<file path="config.mk">
export PLATFORM = sky130hd
export DESIGN_NAME = instr_loader
export DESIGN_NICKNAME = d
export VERILOG_FILES = /design/src/rtl/instr_loader.sv
export SDC_FILE = /design/constraint.sdc
export NUM_CORES = 1
export LEC_CHECK = 0
export BUFFER_PORTS_ARGS = -buffer_cell sky130_fd_sc_hd__buf_2
export CAP_MARGIN = 15
export CORE_MARGIN = 2
export CORE_UTILIZATION = 48
export DETAILED_ROUTE_END_ITERATION = 6
export PLACE_DENSITY = 0.69
export SLEW_MARGIN = 40
export SYNTH_ARGS = -nofsm -noshare
export SYNTH_HDL_FRONTEND = slang
export SYNTH_SLANG_ARGS = --single-unit
</file>
<file path="constraint.sdc">
create_clock -name clk -period 3.3 [get_ports clk]
set_clock_uncertainty 0.2 [all_clocks]
set_input_delay 0.495 -clock clk [delete_from_list [all_inputs] [get_ports clk]]
set_output_delay 0.495 -clock clk [all_outputs]
set_load 0.02 [all_outputs]
</file>
<file path="src/rtl/instr_loader.sv">
`default_nettype none
// ============================================================================
// Module   : instr_loader
// Brief    : Parses a framed host byte stream and writes 16-bit instruction
//            words into sequencer memory, holding the sequencer in reset
//            until the frame checksum verifies.
// Revision : 1.0 - initial release
// ============================================================================
module instr_loader #(
    parameter logic [7:0] SYNC   = 8'hA5,
    parameter int         ADDR_W = 8
) (
    input  logic              clk,
    input  logic              rst,
    input  logic              rx_valid,
    input  logic [7:0]        rx_data,
    output logic              rx_ready,
    output logic              imem_we,
    output logic [ADDR_W-1:0] imem_addr,
    output logic [15:0]       imem_wdata,
    output logic              head_rst,
    output logic              done,
    output logic              err
);

    typedef enum logic [2:0] {
        S_IDLE  = 3'd0,
        S_COUNT = 3'd1,
        S_LO    = 3'd2,
        S_HI    = 3'd3,
        S_WRITE = 3'd4,
        S_CHK   = 3'd5
    } state_t;

    // COUNT byte of zero selects a full-depth load
    localparam logic [ADDR_W:0] c_depth = {1'b1, {ADDR_W{1'b0}}};
    localparam logic [ADDR_W:0] c_one   = (ADDR_W+1)'(1);

    state_t              r_state;
    state_t              w_state_nxt;
    logic                r_rx_ready;
    logic                r_we;
    logic [ADDR_W-1:0]   r_addr;
    logic [15:0]         r_wdata;
    logic                r_head_rst;
    logic                r_done;
    logic                r_err;
    logic [ADDR_W:0]     r_remaining;
    logic [7:0]          r_acc;
    logic                w_accept;
    logic                w_sync_hit;
    logic                w_chk_ok;

    assign w_accept   = rx_valid & r_rx_ready;
    assign w_sync_hit = w_accept && (r_state == S_IDLE) && (rx_data == SYNC);
    assign w_chk_ok   = w_accept && (r_state == S_CHK) && (rx_data == r_acc);

    always_ff @(posedge clk or posedge rst) begin
        if (rst) begin
            r_state <= S_IDLE;
        end else begin
            r_state <= w_state_nxt;
        end
    end

    always_comb begin
        w_state_nxt = r_state;
        case (r_state)
            S_IDLE:  if (w_sync_hit) w_state_nxt = S_COUNT;
            S_COUNT: if (w_accept)   w_state_nxt = S_LO;
            S_LO:    if (w_accept)   w_state_nxt = S_HI;
            S_HI:    if (w_accept)   w_state_nxt = S_WRITE;
            S_WRITE: w_state_nxt = (r_remaining == c_one) ? S_CHK : S_LO;
            S_CHK:   if (w_accept)   w_state_nxt = S_IDLE;
            default: w_state_nxt = S_IDLE;
        endcase
    end

    // Strobes are registered from the next state so they align with it
    always_ff @(posedge clk or posedge rst) begin
        if (rst) begin
            r_rx_ready  <= 1'b1;
            r_we        <= 1'b0;
            r_addr      <= '0;
            r_wdata     <= '0;
            r_head_rst  <= 1'b1;
            r_done      <= 1'b0;
            r_err       <= 1'b0;
            r_remaining <= '0;
            r_acc       <= '0;
        end else begin
            r_rx_ready <= (w_state_nxt != S_WRITE);
            r_we       <= (w_state_nxt == S_WRITE);
            r_done     <= w_chk_ok;
            case (r_state)
                S_IDLE: begin
                    if (w_sync_hit) begin
                        r_head_rst <= 1'b1;
                        r_err      <= 1'b0;
                        r_addr     <= '0;
                        r_acc      <= '0;
                    end
                end
                S_COUNT: begin
                    if (w_accept) begin
                        r_remaining <= (rx_data == 8'd0) ? c_depth : (ADDR_W+1)'(rx_data);
                        r_acc       <= rx_data;
                    end
                end
                S_LO: begin
                    if (w_accept) begin
                        r_wdata[7:0] <= rx_data;
                        r_acc        <= r_acc ^ rx_data;
                    end
                end
                S_HI: begin
                    if (w_accept) begin
                        r_wdata[15:8] <= rx_data;
                        r_acc         <= r_acc ^ rx_data;
                    end
                end
                S_WRITE: begin
                    r_addr      <= r_addr + ADDR_W'(1);
                    r_remaining <= r_remaining - c_one;
                end
                S_CHK: begin
                    if (w_accept) begin
                        if (rx_data == r_acc) begin
                            r_head_rst <= 1'b0;
                        end else begin
                            r_err <= 1'b1;
                        end
                    end
                end
                default: ;
            endcase
        end
    end

    assign rx_ready   = r_rx_ready;
    assign imem_we    = r_we;
    assign imem_addr  = r_addr;
    assign imem_wdata = r_wdata;
    assign head_rst   = r_head_rst;
    assign done       = r_done;
    assign err        = r_err;

endmodule
`default_nettype wire

</file>
# Word level (Yosys, flattened, before mapping)
# Cells that the tools add are included.
dict set report word_totals {
  register_bits 49
  latchBits 0
  ramBits 0
  rom_bits 0
  input_bits 11
  out_inout_bits 29
  word_cells 72
  n_memories 0
}
dict set report op_classes {
  n_addsub 2
  n_mul 0
  n_div 0
  n_lt_le_gt_ge 0
  n_eq_ne 16
  shift 0
  muxes 23
  n_bitwise 2
  n_reduce_logical 18
}
# cell n
set op_table {}
lappend op_table {{$mux 8} 3}
lappend op_table {{$pmux 8 s3} 1}
lappend op_table {{$mux 3} 6}
lappend op_table {{$mux 9} 2}
lappend op_table {{$pmux 3 s6} 1}
lappend op_table {{$pmux 9 s2} 1}
lappend op_table {{$pmux 8 s2} 1}
lappend op_table {{$reduce_and 4->1} 3}
lappend op_table {{$eq 3x3->1 const B} 3}
lappend op_table {{$eq 9x1->1 const B} 1}
lappend op_table {{$sub 9x1->9 const B} 1}
lappend op_table {{$add 8x1->8 const B} 1}
lappend op_table {{$eq 8x8->1} 1}
lappend op_table {{$eq 8x8->1 const B} 1}
lappend op_table {{$logic_not 8->1} 1}
lappend op_table {{$ne 2x2->1 const B} 4}
lappend op_table {{$reduce_and 2->1} 4}
lappend op_table {{$xor 8x8->8} 1}
lappend op_table {{$eq 3x2->1 const B} 2}
lappend op_table {{$mux 1} 6}
lappend op_table {{$reduce_bool 2->1} 3}
lappend op_table {{$logic_and 1x1->1} 4}
lappend op_table {{$ne 2x1->1 const B} 2}
lappend op_table {{$pmux 1 s2} 2}
lappend op_table {{6 further kinds} 6}

# Logic depth before layout (Yosys ltp)
dict set report depth {
  depth_word 6
  ltp_mapped 6
  ltp_nobuf 5
}

# Least setup slack after synthesis
# Ideal clock, no wire load.
dict set report synth_timing {
  path_kind {in2reg}
  startpoint {in rx_data[1]}
  endpoint {reg r_err (netlist: err)}
  setup_time_ns 0.122
  arrival_time_ns 1.896
  required_time_ns 2.978
  setup_slack_ns 1.082
  cell_stages 4
  n_path_buf 1
  cell_sequence {or4_4 -> or4_4 -> buf_6 -> a32o_1}
}
dict set report synth_via {
  elab_chain_len 4
  elab_cells_between_ends 6
  cone_classes {4 x eq/ne; 2 x reduce/logical}
}
# element line
set synth_lines {}
lappend synth_lines {{from (decl)} 16} ;# input logic [7:0] rx_data,
lappend synth_lines {{$eq 8x8->1} 55} ;# assign w_sync_hit = w_accept && (r_state == S_IDLE) && (rx_data == SYNC);
lappend synth_lines {{$logic_and 1x1->1} 55}
lappend synth_lines {{$ne 2x2->1 (no source line)} --}
lappend synth_lines {{$reduce_and 4->1 (no source line) *} --}
lappend synth_lines {{to (signal assigned)} 88} ;# r_err <= 1'b0;
lappend synth_lines {{to (signal assigned)} 99} ;# r_err <= 1'b0;
lappend synth_lines {{to (signal assigned)} 131} ;# r_err <= 1'b1;
lappend synth_lines {{to (decl)} 47} ;# logic r_err;
# Mark *: on every way between the ends. The rest lies on a longest branch, timed or not.
# A chain may end at the register's enable or synchronous reset.

# Worst setup path in the final report
dict set report layout_timing {
  startpoint {reg r_state[1]}
  endpoint {reg r_wdata[1] (netlist: imem_wdata[1])}
}
dict set report layout_via {
  elab_chain_len 2
}
# element line
set layout_lines {}
lappend layout_lines {{from (decl)} 39} ;# state_t r_state;
lappend layout_lines {{from (signal assigned)} 62} ;# r_state <= w_state_nxt;
lappend layout_lines {{$eq 3x2->1} 95} ;# case (r_state)
lappend layout_lines {{$reduce_and 2->1 (no source line)} --}
lappend layout_lines {{to (signal assigned)} 112} ;# r_wdata[7:0] <= rx_data;
lappend layout_lines {{to (decl)} 44} ;# logic [15:0] r_wdata;
# Every way passes these cells.

==> impl_metrics.yaml <==
status:
  outcome: "completed"
worst_setup_path:
  path_cells: "nand3_1 > nor3_2 > mux2_2"
  rr_worst_depth: 3
  cp_num_cells: 3
  max_stage_delay_ns: 0.71
  worstSetupPathType: "register to register"
  crit_family: "simple AND/OR/NAND/NOR gates"
  rr_endpoint: "imem_wdata[1]"
  reg2reg_slack_ns: 1.08
  cp.arrival_ns: 2.21
  crit_required_ns: 3.29
  critPathMaxFanout: 20
  end_kind: "register"
  cp.buffers_inverters: 0
  critPathSlowestCell: "dfrtp_1"
  reg2reg_from: "r_state[1]"
  startpoint_type: "register"
route:
  drt_iter0_markers: 117
  totalWireLength_um: 5280
  drc: 0
  drtAntennaViolNets: 0
  drt-pass1-iter-count: 4
  wl_per_cell_um: 15.6
  via_per_inst: 5.66
  via_count: 1914
logic_synthesis:
  synth_seq_area_share_pct: 49.1
  synth-simple-area-share_pct: 16.7
  synthMuxAreaShare_pct: 10.7
  synth_compound_area_share_pct: 16.7
  synth-warning-count: 0
  syn_nets: 249
  synth_top_family_by_area: "compound AO/OA/AOI/OAI gates"
  synth_cells: 235
  async_flop_share_pct: 100
  ys_types: 48
  synth_area_per_cell_um2: 10.6
  synth_edf_count: 0
  synthXorXnorAreaFrac_pct: 1.75
  ys.flop_type: "dfrtp_1"
  ys_ff_latch: 49
  syn_area_mm2: 0.00250
  synthAdderAreaFrac_pct: 1.50
run:
  cap_violations: 0
sta:
  worstMarginPinSlew_ns: 0.721
  post-route-period-util_pct: 67.3
  rsz0062_at_grt: "false"
  slew_headroom_pct: 51.7
  setup-violations-final: 0
  hold_viol: 0
  holdWs_ns: 0.0502
  post-route-min-period_ns: 2.22
  slew_violations: 0
  timing.setup.tns_ns: 0
  clock.fmax_ghz: 0.450
final_layout:
  fillers: 474
  diodes: 0
  nets: 281
  syn_to_final_growth_pct: 14.1
  post_route_cells_drive_above_1_share_pct: 30.6
  final_cells: 338
global_route:
  gr-usage-all-layers_pct: 19.4
  grt_pass1_vias: 1821
  overflow: 0
  grt_pass1_wl_um: 9070
  grt_start_max_net_pins: 50
  antenna_found_initial: 0
clock_network:
  post-cts-setup-buffer-count: 0
  htreeDepth: 2
  clkTransAtPathRegs_ns: 0.10
  clock_path_buffers: 2
  cts_resized: 0
  cts_hold_buf: 0
  clk_latency_ns: 0.30
  cts-root-buf: "clkbuf_8"
  cts_buffers: 5
  cts_tree: "yes"
  tritoncts_num_sinks: 49
placement:
  place_hpwl_um: 3640
  io_buffers: 39
  placed_cells: 330
  place.gp.congestion: 0.787
worst_hold_path:
  hold_class: "input port to asynchronous set/reset pin"
power:
  peakVddDrop_mv: 0.502
  p_leak_nw: 1.26
  p_per_area_mw_per_mm2: 971
floorplan:
  die_y_um: 76.2
  die_x_um: 76.2
  start_util_pct: 49.3
  rows: 26
  core_area_mm2: 0.00507
  dieArea_mm2: 0.00581
  io_pins: 40
[how the worst max path moves through the flow]
stage	startpoint	end	slack [ns]
5_1_grt	r_state[1]	imem_wdata[1]	0.89
3_3_place_gp	rx_data[1]	err	0.93
3_5_place_dp	rx_data[1]	err	0.92
6_report	r_state[1]	imem_wdata[1]	1.08
4_1_cts	r_state[1]	imem_wdata[1]	1.04
2_1_floorplan	rx_data[1]	err	1.08
[area by class of cell]
cell class / instances / area [um^2] / area share [%]
inverters: 6 / 25.0 / 0.876
clock inverters: 2 / 37.5 / 1.31
clock buffers: 6 / 82.6 / 2.89
repair buffers: 41 / 210 / 7.36
multi-input cells: 164 / 1180 / 41.5
well taps: 70 / 87.6 / 3.07
flip-flops and latches: 49 / 1230 / 43.0
[metrics by stage]
| stage | worst slack (ns) | util [%] | instance area, um^2 | power (mW) |
|---|---|---|---|---|
| floorplan | 1.08 | - | 2500 | 2.00 |
| global placement | 0.929 | 53.8 | 2730 | 2.31 |
| detailed placement | 0.918 | 53.9 | 2740 | 2.34 |
| CTS | 1.04 | 56.3 | 2860 | 2.79 |
| global route | 0.888 | 56.3 | 2860 | 2.97 |
| finish | 1.08 | 56.3 | 2860 | 2.77 |
[cells by family after synthesis]
family / count (synthesis)
simple gates: 75
compound gates: 57
flops: 49
mux: 24
buf+inv: 22
xor+xnor: 5
fa+ha+maj: 3
[flip-flops by register name (all words and copies together), names as in the netlist]
register / count
imem_we: 1
rx_ready: 1
imem_wdata: 16
r_acc: 8
imem_addr: 8
head_rst: 1
err: 1
r_remaining: 9
done: 1
r_state: 3
[report_power, final]
group	total, mW	leakage (nW)	switching (mW)	internal, mW
logic	1.15	0.619	0.623	0.527
registers	1.17	0.579	0.283	0.885
clock network	0.455	0.0574	0.209	0.247
total	2.77	1.26	1.12	1.66
[Yosys cell counts (4+ instances only)]
master,number,area share [%]
o211ai_1,4,1.2
nand4_1,5,1.3
a22oi_1,7,2.1
mux2_2,22,9.9
nor2_1,12,1.8
dfrtp_1,47,47
clkbuf_1,13,2.0
nand2_1,13,2.0
nand3_1,9,1.8
xor2_1,5,1.7
a21oi_1,11,2.2
inv_1,6,0.90
nand2b_1,4,1.0
o2bb2ai_1,9,3.2
nor2b_1,11,2.8
o21ai_0,6,1.2
[cell usage in the layout (no fill, tap or decap), types with 2 or more instances in the layout]
| cell | n |
|---|---|
| dfrtp_1 | 47 |
| inv_1 | 5 |
| mux2i_1 | 2 |
| a211oi_1 | 2 |
| nand2_1 | 13 |
| or4_4 | 2 |
| nor2_1 | 12 |
| buf_2 | 39 |
| and3_1 | 3 |
| a221o_1 | 2 |
| or3_1 | 2 |
| a22oi_1 | 7 |
| xor2_1 | 5 |
| nor2b_1 | 11 |
| buf_4 | 2 |
| nand3_1 | 9 |
| nand4_1 | 5 |
| o21a_1 | 3 |
| o21ai_0 | 6 |
| mux2_2 | 22 |
| o311ai_0 | 3 |
| clkbuf_8 | 6 |
| a21oi_1 | 11 |
| o2bb2ai_1 | 9 |
| o211ai_1 | 4 |
| nor4_1 | 3 |
| ha_1 | 3 |
| nor3_1 | 3 |
| dfstp_2 | 2 |
| nand2b_1 | 4 |
[layer usage]
metal / vias up / wire length (um) / global-route usage (%)
met4: 0 / 60 / 6.73
met1: 932 / 2580 / 27.7
met2: 40 / 2440 / 29.5
met5: - / 0 / 0
met3: 6 / 198 / 3.91
li1: 936 / - / -
No activity file was read; power rests on OpenSTA's default activity.
